<file path="src/rtl/butterfly_core_pipelined.sv">
// butterfly_core_pipelined
//
// One shared, fully pipelined radix-2 DIT butterfly that serves every FFT
// stage. It takes one beat per cycle with no backpressure and produces
// A' = A + B*W and B' = A - B*W four cycles later.
//
// Each beat carries its own stage number, scale mask and direction.
// Per-stage divide-by-2 scaling halves the results of the selected stages.
// Inverse mode uses the conjugate twiddle.
//
// Build option (macro BUTTERFLY_SAT_EN):
//   defined   - results outside the FFT_DW range saturate.
//   undefined - results outside the FFT_DW range wrap (two's complement).
//   In both builds the sticky overflow flag reports out-of-range results.
//
// Ports:
//   clk, reset              rising-edge clock, async active-high reset
//   fft_stage               stage of the current beat (sampled with iact)
//   scale_mask              bit s set: halve the outputs of stage s
//   inverse                 1 = conjugate the twiddle (IFFT)
//   clear_flags             synchronous clear of the sticky flags
//   iact                    input beat valid
//   ictrl                   2-bit sideband, delivered on octrl
//   input_memory_address    delivered on output_memory_address
//   input_A, input_B        {imag, real} operands
//   twiddle_real/imag       twiddle for the same beat
//   oact                    output beat valid
//   octrl                   delayed ictrl
//   output_memory_address   delayed address
//   output_A, output_B      {imag, real} results; held while oact=0
//   overflow                sticky: a result exceeded the FFT_DW range
//   stage_err               sticky: a beat arrived with fft_stage >= FFT_N
module butterfly_core_pipelined #(
  parameter int FFT_N          = 10,
  parameter int FFT_DW         = 16,
  parameter int STAGE_COUNT_BW = 4
) (
  input  logic                      clk,
  input  logic                      reset,
  input  logic [STAGE_COUNT_BW-1:0] fft_stage,
  input  logic [FFT_N-1:0]          scale_mask,
  input  logic                      inverse,
  input  logic                      clear_flags,
  input  logic                      iact,
  input  logic [1:0]                ictrl,
  input  logic [FFT_N-2:0]          input_memory_address,
  input  logic [2*FFT_DW-1:0]       input_A,
  input  logic [2*FFT_DW-1:0]       input_B,
  input  logic [FFT_DW-1:0]         twiddle_real,
  input  logic [FFT_DW-1:0]         twiddle_imag,
  output logic                      oact,
  output logic [1:0]                octrl,
  output logic [FFT_N-2:0]          output_memory_address,
  output logic [2*FFT_DW-1:0]       output_A,
  output logic [2*FFT_DW-1:0]       output_B,
  output logic                      overflow,
  output logic                      stage_err
);

  localparam int DW = FFT_DW;
  localparam int AW = FFT_N - 1;
  localparam int PW = 2 * FFT_DW;
  localparam int SW = 2 * FFT_DW + 1;
  localparam int RW = FFT_DW + 2;
  localparam int XW = FFT_DW + 3;

  localparam logic signed [SW-1:0] P_BIAS = SW'(1) << (FFT_DW - 2);
  localparam logic signed [XW-1:0] ONE_X  = XW'(1);
  localparam logic signed [XW-1:0] MAX_X  = {{(XW-DW+1){1'b0}}, {(DW-1){1'b1}}};
  localparam logic signed [XW-1:0] MIN_X  = {{(XW-DW+1){1'b1}}, {(DW-1){1'b0}}};

  // Optional halving (round half up), then narrowing to FFT_DW bits.
  // The MSB of the result reports whether the value was out of range.
  function automatic logic [FFT_DW:0] scale_narrow(input logic signed [XW-1:0] x,
                                                   input logic scale);
    logic signed [XW-1:0] v;
    logic hi;
    logic lo;
    v  = scale ? ((x + ONE_X) >>> 1) : x;
    hi = (v > MAX_X);
    lo = (v < MIN_X);
`ifdef BUTTERFLY_SAT_EN
    if (hi) begin
      v = MAX_X;
    end else if (lo) begin
      v = MIN_X;
    end
`endif
    return {hi | lo, v[FFT_DW-1:0]};
  endfunction

  // Stage check and scale-bit selection. The loop avoids indexing
  // scale_mask with an out-of-range stage number.
  logic stage_ok;
  logic stage_scale;
  always_comb begin
    stage_ok    = (fft_stage < STAGE_COUNT_BW'(FFT_N));
    stage_scale = 1'b0;
    for (int s = 0; s < FFT_N; s++) begin
      if (fft_stage == STAGE_COUNT_BW'(s)) begin
        stage_scale = scale_mask[s];
      end
    end
  end

  // S1: operand capture.
  // Conjugation is carried as the inverse bit and applied as a sign choice
  // when the products are summed. Negating a full-scale twiddle therefore
  // never needs an extra bit.
  logic                 s1_valid, s1_inv, s1_scale;
  logic [1:0]           s1_ctrl;
  logic [AW-1:0]        s1_addr;
  logic signed [DW-1:0] s1_ar, s1_ai, s1_br, s1_bi, s1_wr, s1_wi;

  always_ff @(posedge clk or posedge reset) begin
    if (reset) begin
      s1_valid <= 1'b0;
      s1_inv   <= 1'b0;
      s1_scale <= 1'b0;
      s1_ctrl  <= '0;
      s1_addr  <= '0;
      s1_ar    <= '0;
      s1_ai    <= '0;
      s1_br    <= '0;
      s1_bi    <= '0;
      s1_wr    <= '0;
      s1_wi    <= '0;
    end else begin
      s1_valid <= iact & stage_ok;
      s1_inv   <= inverse;
      s1_scale <= stage_scale;
      s1_ctrl  <= ictrl;
      s1_addr  <= input_memory_address;
      s1_ar    <= input_A[DW-1:0];
      s1_ai    <= input_A[2*DW-1:DW];
      s1_br    <= input_B[DW-1:0];
      s1_bi    <= input_B[2*DW-1:DW];
      s1_wr    <= twiddle_real;
      s1_wi    <= twiddle_imag;
    end
  end

  // S2: the four partial products.
  logic                 s2_valid, s2_inv, s2_scale;
  logic [1:0]           s2_ctrl;
  logic [AW-1:0]        s2_addr;
  logic signed [DW-1:0] s2_ar, s2_ai;
  logic signed [PW-1:0] s2_rr, s2_ii, s2_ri, s2_ir;

  always_ff @(posedge clk or posedge reset) begin
    if (reset) begin
      s2_valid <= 1'b0;
      s2_inv   <= 1'b0;
      s2_scale <= 1'b0;
      s2_ctrl  <= '0;
      s2_addr  <= '0;
      s2_ar    <= '0;
      s2_ai    <= '0;
      s2_rr    <= '0;
      s2_ii    <= '0;
      s2_ri    <= '0;
      s2_ir    <= '0;
    end else begin
      s2_valid <= s1_valid;
      s2_inv   <= s1_inv;
      s2_scale <= s1_scale;
      s2_ctrl  <= s1_ctrl;
      s2_addr  <= s1_addr;
      s2_ar    <= s1_ar;
      s2_ai    <= s1_ai;
      s2_rr    <= PW'(s1_br) * PW'(s1_wr);
      s2_ii    <= PW'(s1_bi) * PW'(s1_wi);
      s2_ri    <= PW'(s1_br) * PW'(s1_wi);
      s2_ir    <= PW'(s1_bi) * PW'(s1_wr);
    end
  end

  // Complex product sums.
  // With the conjugate twiddle the sign of the wi terms flips:
  //   forward: Pr = rr - ii, Pi = ri + ir
  //   inverse: Pr = rr + ii, Pi = ir - ri
  // Both sums are then rounded back to the data scale.
  logic signed [SW-1:0] sum_r, sum_i;
  logic signed [RW-1:0] p_r_next, p_i_next;
  always_comb begin
    sum_r    = s2_inv ? (SW'(s2_rr) + SW'(s2_ii)) : (SW'(s2_rr) - SW'(s2_ii));
    sum_i    = s2_inv ? (SW'(s2_ir) - SW'(s2_ri)) : (SW'(s2_ri) + SW'(s2_ir));
    p_r_next = RW'((sum_r + P_BIAS) >>> (DW - 1));
    p_i_next = RW'((sum_i + P_BIAS) >>> (DW - 1));
  end

  // S3: rounded product, with A delayed alongside it.
  logic                 s3_valid, s3_scale;
  logic [1:0]           s3_ctrl;
  logic [AW-1:0]        s3_addr;
  logic signed [DW-1:0] s3_ar, s3_ai;
  logic signed [RW-1:0] s3_pr, s3_pi;

  always_ff @(posedge clk or posedge reset) begin
    if (reset) begin
      s3_valid <= 1'b0;
      s3_scale <= 1'b0;
      s3_ctrl  <= '0;
      s3_addr  <= '0;
      s3_ar    <= '0;
      s3_ai    <= '0;
      s3_pr    <= '0;
      s3_pi    <= '0;
    end else begin
      s3_valid <= s2_valid;
      s3_scale <= s2_scale;
      s3_ctrl  <= s2_ctrl;
      s3_addr  <= s2_addr;
      s3_ar    <= s2_ar;
      s3_ai    <= s2_ai;
      s3_pr    <= p_r_next;
      s3_pi    <= p_i_next;
    end
  end

  // S4: add/sub with one guard bit, then scaling and narrowing.
  logic signed [XW-1:0] ar_x, ai_x, pr_x, pi_x;
  logic [DW-1:0]        ya_r, ya_i, yb_r, yb_i;
  logic                 clip_ar, clip_ai, clip_br, clip_bi;
  logic                 any_clip;
  always_comb begin
    ar_x = XW'(s3_ar);
    ai_x = XW'(s3_ai);
    pr_x = XW'(s3_pr);
    pi_x = XW'(s3_pi);
    {clip_ar, ya_r} = scale_narrow(ar_x + pr_x, s3_scale);
    {clip_ai, ya_i} = scale_narrow(ai_x + pi_x, s3_scale);
    {clip_br, yb_r} = scale_narrow(ar_x - pr_x, s3_scale);
    {clip_bi, yb_i} = scale_narrow(ai_x - pi_x, s3_scale);
    any_clip = clip_ar | clip_ai | clip_br | clip_bi;
  end

  // Output registers. Data and sideband load only on a valid beat, so they
  // hold their last values while oact is low.
  always_ff @(posedge clk or posedge reset) begin
    if (reset) begin
      oact                  <= 1'b0;
      octrl                 <= '0;
      output_memory_address <= '0;
      output_A              <= '0;
      output_B              <= '0;
    end else begin
      oact <= s3_valid;
      if (s3_valid) begin
        octrl                 <= s3_ctrl;
        output_memory_address <= s3_addr;
        output_A              <= {ya_i, ya_r};
        output_B              <= {yb_i, yb_r};
      end
    end
  end

  // Sticky flags.
  // clear_flags wins over a set in the same cycle.
  // overflow rises together with the oact of the offending beat.
  always_ff @(posedge clk or posedge reset) begin
    if (reset) begin
      overflow  <= 1'b0;
      stage_err <= 1'b0;
    end else if (clear_flags) begin
      overflow  <= 1'b0;
      stage_err <= 1'b0;
    end else begin
      if (iact && !stage_ok) begin
        stage_err <= 1'b1;
      end
      if (s3_valid && any_clip) begin
        overflow <= 1'b1;
      end
    end
  end

endmodule

</file>
<file path="config.mk">
export PLATFORM = sky130hd
export DESIGN_NAME = butterfly_core_pipelined
export DESIGN_NICKNAME = d
export VERILOG_FILES = /design/src/rtl/butterfly_core_pipelined.sv
export SDC_FILE = /design/constraint.sdc
export NUM_CORES = 2
export LEC_CHECK = 0
export BUFFER_PORTS_ARGS = -buffer_cell sky130_fd_sc_hd__buf_2
export CORE_UTILIZATION = 40
export DETAILED_ROUTE_END_ITERATION = 8
export GPL_TIMING_DRIVEN = 0
export PLACE_DENSITY = 0.6
export SLEW_MARGIN = 20
export SYNTH_ARGS = -nofsm -noshare
export SYNTH_HDL_FRONTEND = slang
export SYNTH_SLANG_ARGS = --single-unit
export TNS_END_PERCENT = 10
</file>
<file path="constraint.sdc">
create_clock -name clk -period 16.1 [get_ports clk]
set_clock_uncertainty 0.05 [all_clocks]
set_input_delay 1.61 -clock clk [delete_from_list [all_inputs] [get_ports clk]]
set_output_delay 1.61 -clock clk [all_outputs]
set_load 0.02 [all_outputs]
</file>
[Yosys cells after proc, flatten, opt, wreduce, memory -nomap -nowiden]
Cells that the tools add are included.
Operators by class
  order comparisons: 9
  bitwise operators: 8
  multipliers: 4
  multiplexer cells: 20
  reductions and logical operators: 6
  equal/unequal tests: 9
  add/subtract/negate cells: 14
Operators by type and width (count)
  multiplier 16 x 16 -> 32 bit: 4
  adder 19 x 2 -> 19 bit, second input constant: 4
  greater-than comparator 19 x 16 -> 1 bit, second input constant: 4
  less-than comparator 19 x 16 -> 1 bit, second input constant: 4
  2-to-1 mux 19 bit: 4
  adder 32 x 32 -> 33 bit: 2
  adder 33 x 16 -> 33 bit, second input constant: 2
  2-to-1 mux 33 bit: 2
  subtractor 32 x 32 -> 33 bit: 2
  adder 16 x 18 -> 19 bit: 2
  subtractor 16 x 18 -> 19 bit: 2
  == test 4 x 3 -> 1 bit, second input constant: 4
  2-to-1 mux 1 bit: 14
  == test 4 x 2 -> 1 bit, second input constant: 2
  == test 4 bit, second input constant: 2
  OR 1 bit: 7
  == test 4 x 1 -> 1 bit, second input constant: 1
  logical NOT 4 bit: 1
  less-than comparator 4 bit, second input constant: 1
  nonzero test 2 bit: 2
  logical AND 1 bit: 2
  AND 1 bit: 1
  logical NOT 1 bit: 1
Storage, ports and cells
  flip-flop bits (word level): 443
  output and inout bits: 78
  word-level logic and storage cells: 107

[Depth between registers and ports, before layout]
  word-level depth: 11
  gate-level depth with buffers: 28
  gate-level depth less buffers: 27

[Worst setup path before layout]
OpenSTA, ideal clock, no wires.
  kind: flip-flop to flip-flop
  from: register s1_wr[1]
  to: register s2_rr[31]
  path buffers: 1
  clock period less this slack: 6.766 ns
  slack: 9.334 ns
  data arrival time: 6.636 ns
  required time: 15.970 ns
  stages on the path, launching flop included: 28
  cells stage by stage: dfrtp_1 > clkbuf_1 > nand2_1 > fa_1 > inv_1 > fa_1 > inv_1 > fa_1 > fa_1 > inv_1 > fa_1 > inv_1 > fa_1 > inv_1 > ha_1 > a21o_1 > a21o_1 > a21o_1 > a21oi_1 > o21ai_0 > o311ai_0 > a41oi_1 > or2_2 > nand4_1 > a31oi_1 > a21o_1 > a21oi_1 > xnor2_1
On the way
  cells in the longest elaborated chain, start to end: 1
Ends and longest elaborated chain
  from (decl): RTL line 113  | logic signed [DW-1:0] s1_ar, s1_ai, s1_br, s1_bi, s1_wr, s1_wi;
  from (signal assigned): RTL line 138  | s1_wr <= twiddle_real;
  multiplier 16 x 16 -> 32 bit: RTL line 171  | s2_rr <= PW'(s1_br) * PW'(s1_wr);
  to (signal assigned): RTL line 171
  to (decl): RTL line 148  | logic signed [PW-1:0] s2_rr, s2_ii, s2_ri, s2_ir;
Every way passes these cells.
A chain may end at the register's enable or synchronous reset.

[Worst setup path after layout]
  from: register s1_wr[5]
  to: register s2_ir[31]
On the way
  cells in the longest elaborated chain, start to end: 1
Ends and longest elaborated chain
  multiplier 16 x 16 -> 32 bit: RTL line 174  | s2_ir <= PW'(s1_bi) * PW'(s1_wr);
  to (signal assigned): RTL line 174
  to (decl): RTL line 148
Every way passes these cells.

==> results list <==
* Status: completed
* Number of different library cells in the post-synthesis netlist: 108
- Largest fanout on the critical path: 10
- Detailed placement HPWL: 159,000 microns
* Reg2reg start: s1_wr[5]$_DFF_PP0_
- The first TritonRoute pass finished after 6 iterations.
- Buffers inserted to repair hold after CTS numbered 0.
- DIE AREA: 0.157 sq mm
- Routability-driven placement finished with a final weighted congestion of 0.980.
- Sequential fraction of the synthesis area: 17.9%
* Worst-skew pair later-pin latency: 0.70 ns
* Row Count: 144
- Counting flops with a built-in enable in the synthesized netlist gives 0.
* Category of the most critical setup path: reg2reg
- Cells on Worst Hold Path: 0
* Chip height: 396 microns
* Fraction of final layout cells with drive strength greater than 1: 6.31%
- Final max-slew violation count: 0
* Starting DRC count in detailed routing: 3,600
- Counting I/O delays and the setup requirement, the final critical path takes 9.07 ns.
- Detailed routing inserted a total of 46,673 vias.
* Fillers: 15,042
- In this run the count of I/O pins placed on the die edge is 204.
* GR Overflow Total: 0
- Number of gates resized after CTS: 0
- CTS Buf Count: 53
- The path with the worst hold slack has its endpoint at s2_ar[7]$_DFF_PP0_.
* Die Wd: 396 microns
- Entering global routing, the biggest net connects 104 pins.
- After detailed routing, the average wire length per cell comes to 21.6 microns.
- Worst path arrival time: 9.47 ns
- For the worst setup path, the data required time is 16.51 ns.
* Category of the worst setup path launch point: register
- Root buf cell: sky130_fd_sc_hd__clkbuf_16
- Core area: 0.154 sq mm
* Library cell contributing the largest single delay on the critical path: sky130_fd_sc_hd__clkbuf_1
- Delay contributed by the slowest stage of the critical path: 0.82 ns
* Number of levels in the clock H-tree: 2
- In the synthesized netlist the dominant register cell turns out to be sky130_fd_sc_hd__dfrtp_1.
- Crit share post-route: 56.3%
- Final setup slack of the worst path: 7.03 ns
- The tool flagged a number of max-cap violations equal to 0.
- First-pass GRT wire length: 293,000 microns
- Counting along the longest clock path gives a buffer depth of 3.
- In this run the remaining antenna-violating nets after routing total 0.
- Hold is met by 0.291 ns.
- After clock tree synthesis, the clock-pin slew on the worst setup and hold paths is 0.06 ns.
- Setup violations remaining at the end of the flow were counted as 0.
- Worst hold path type: reg2reg
- The average instance in the mapped netlist occupies 9.45 sq um.
* Number of register bits inferred by synthesis: 443
* Count of warnings emitted by yosys: 0
* Worst-Margin Slew: 1.25 ns
- In the routed layout, each cell is associated on average with a via count of 5.23.
- The area growth from synthesis to layout is 8.98%.
- TritonCTS built the clock tree.
- Sink count of the clock tree: 443
- Number of buffers inserted by port buffering: 203
- Gate count of the mapped netlist: 6,559
* Setup slack on the worst flop-to-flop path: 7.03 ns
* Worst R2R Path Depth: 26
* Vias in the first global route: 47,712
- Counting stages on the worst path, the most repeated cell is sky130_fd_sc_hd__fa_1.
* Initial core utilization: 40.3%
- Headroom to the max-slew limit came out at 16.7%.
* Antenna violations before repair: 40
- Cell area after synthesis: 0.0620 sq mm
- Worst reg2reg path endpoint: s2_ir[31]$_DFF_PP0_
- The count of final hold-check violations came to 0.
- Startpoint of the worst hold path: s1_ar[7]$_DFF_PP0_
* Post-layout nets: 8,469
- Drt drc: 0
- Worst setup EP type: register
- Final core utilization: 43.9%
- Number of buffers inserted to repair setup after CTS: 0
* GRT Resource Usage Total: 24.9%
* Synthesized net count: 8,207
- After detailed routing, the total wire length is 192,000 microns.
- At the placement stage, the worst setup path has a slack of 7.07 ns.
* RSZ-0062 raised after global routing: false
- Highest Clock Rate: 110 MHz
- Share of synthesized registers carrying an async set or reset: 100%
==> critical path, delay by kind of cell (launching register included) <==
| family | cells | cell delay, ns |
|---|---|---|
| fa+ha+maj | 7 | 3.41 |
| compound gates | 9 | 2.42 |
| buf+inv | 6 | 1.08 |
| flops | 1 | 0.69 |
| simple gates | 3 | 0.68 |
| xor+xnor | 1 | 0.46 |
==> per-stage QoR <==
| stage | std cells | area [sq um] | setup TNS (ns) |
|---|---|---|---|
| 2_1_floorplan | 6559 | 62000 | 0 |
| 3_3_place_gp | 8806 | 65600 | -1286.66 |
| 3_5_place_dp | 8810 | 65700 | 0 |
| 4_1_cts | 8907 | 67500 | 0 |
| 5_1_grt | 8908 | 67500 | 0 |
| 6_report | 8919 | 67600 | 0 |
==> cells by family (layout without fill, tap and decap cells) <==
kind of cell,after synthesis,count (layout),synth area share (%)
buffers and inverters,1584,1888,9.63
DFF,443,443,17.9
muxes,68,68,1.24
other,0,12,0
xor gates and xnor gates,331,331,4.68
adders and majority gates,1524,1524,43.5
AOI/OAI and AO/OA,772,772,8.22
and+or+nand+nor,1837,1837,14.9
==> cells in the mapped netlist (29+ instances only) <==
library cell	number	area, sq um
sky130_fd_sc_hd__inv_1	1319	4950
sky130_fd_sc_hd__xnor2_1	230	2010
sky130_fd_sc_hd__a21oi_1	257	1290
sky130_fd_sc_hd__nand2_1	669	2510
sky130_fd_sc_hd__clkbuf_1	235	882
sky130_fd_sc_hd__and2_1	466	2920
sky130_fd_sc_hd__dfrtp_1	443	11100
sky130_fd_sc_hd__nor2b_1	35	219
sky130_fd_sc_hd__nand2b_1	89	557
sky130_fd_sc_hd__ha_1	470	5880
sky130_fd_sc_hd__fa_1	1052	21100
sky130_fd_sc_hd__o21a_1	29	218
sky130_fd_sc_hd__a21o_1	66	495
sky130_fd_sc_hd__nor2_1	253	950
sky130_fd_sc_hd__o21bai_1	31	233
sky130_fd_sc_hd__nand3_1	55	275
sky130_fd_sc_hd__o21ai_0	149	746
sky130_fd_sc_hd__nor3_1	87	435
sky130_fd_sc_hd__xor2_1	101	885
sky130_fd_sc_hd__mux2_2	46	518
==> registers in the layout, indices dropped and copies added, names as in the netlist, 16 cells and up <==
register	cells
s1_ai	16
s1_wi	16
s1_ar	16
s2_ri	32
s1_bi	16
output_A	32
s2_rr	32
s2_ai	16
s1_wr	16
output_B	32
s3_pi	18
s3_pr	18
s2_ii	32
s2_ar	16
s3_ai	16
s1_br	16
s2_ir	32
s3_ar	16
==> worst max-delay path by stage <==
stage / start / end / slack [ns] / cells past startpoint
detailed placement: s1_wr[1]$_DFF_PP0_ / s2_ir[31]$_DFF_PP0_ / 7.07 / 26
CTS: s1_wr[1]$_DFF_PP0_ / s2_ir[31]$_DFF_PP0_ / 7.05 / 26
floorplan: reset / oact$_DFF_PP0_ / 2.10 / 1
global placement: reset / s1_wi[8]$_DFF_PP0_ / -3.04 / 2
finish: s1_wr[5]$_DFF_PP0_ / s2_ir[31]$_DFF_PP0_ / 7.03 / 26
global route: s1_wr[5]$_DFF_PP0_ / s2_ir[31]$_DFF_PP0_ / 6.66 / 26
==> routing by layer <==
| metal | GRT usage (%) | up-vias | part of all wire [%] |
|---|---|---|---|
| met5 | 0 | - | 0.080 |
| met4 | 10.6 | 24 | 5.1 |
| met3 | 4.29 | 365 | 8.3 |
| met2 | 39.9 | 1831 | 46 |
| met1 | 33.3 | 23629 | 41 |
| li1 | - | 20824 | - |
==> layout make-up <==
class	instances	area [sq um]	share of cell area, %
Tap cell	2044	2560	3.79
Clock buffer	58	1360	2.01
Timing Repair Buffer	207	1130	1.67
Buffer	261	1010	1.49
Inverter	1323	4970	7.36
Multi-Input combinational cell	4532	44900	66.5
Sequential cell	443	11100	16.4
Clock inverter	39	488	0.722
Antenna cell	12	30.0	0.0444
==> layout by cell type (no fill, tap or decap), types with 11 or more instances in the layout <==
master | Yosys | final
sky130_fd_sc_hd__inv_1 | 1319 | 1318
sky130_fd_sc_hd__fa_1 | 1052 | 1052
sky130_fd_sc_hd__nand2_1 | 669 | 669
sky130_fd_sc_hd__ha_1 | 470 | 470
sky130_fd_sc_hd__and2_1 | 466 | 466
sky130_fd_sc_hd__dfrtp_1 | 443 | 443
sky130_fd_sc_hd__a21oi_1 | 257 | 257
sky130_fd_sc_hd__nor2_1 | 253 | 253
sky130_fd_sc_hd__clkbuf_1 | 235 | 235
sky130_fd_sc_hd__xnor2_1 | 230 | 230
sky130_fd_sc_hd__buf_2 | 11 | 214
sky130_fd_sc_hd__o21ai_0 | 149 | 149
sky130_fd_sc_hd__xor2_1 | 101 | 101
sky130_fd_sc_hd__nand2b_1 | 89 | 89
sky130_fd_sc_hd__nor3_1 | 87 | 87
sky130_fd_sc_hd__a21o_1 | 66 | 66
sky130_fd_sc_hd__nand3_1 | 55 | 55
sky130_fd_sc_hd__clkbuf_16 | 0 | 53
sky130_fd_sc_hd__mux2_2 | 46 | 46
sky130_fd_sc_hd__nor2b_1 | 35 | 35
sky130_fd_sc_hd__o21bai_1 | 31 | 31
sky130_fd_sc_hd__o21a_1 | 29 | 29
sky130_fd_sc_hd__and3_1 | 28 | 28
sky130_fd_sc_hd__a31oi_1 | 28 | 28
sky130_fd_sc_hd__o211ai_1 | 26 | 26
sky130_fd_sc_hd__a211oi_1 | 25 | 25
sky130_fd_sc_hd__nand4_1 | 24 | 24
sky130_fd_sc_hd__or3_1 | 21 | 21
sky130_fd_sc_hd__nor4_1 | 21 | 21
sky130_fd_sc_hd__mux2i_1 | 17 | 17
sky130_fd_sc_hd__o31ai_1 | 15 | 15
sky130_fd_sc_hd__nor3b_1 | 13 | 13
sky130_fd_sc_hd__or2_2 | 13 | 13
sky130_fd_sc_hd__buf_1 | 13 | 13
sky130_fd_sc_hd__diode_2 | 0 | 12
sky130_fd_sc_hd__o2111ai_1 | 12 | 12
sky130_fd_sc_hd__clkinv_2 | 0 | 11
Power is not shown: default switching activity piles up to over one toggle a cycle in this logic, so the estimate is an artifact.
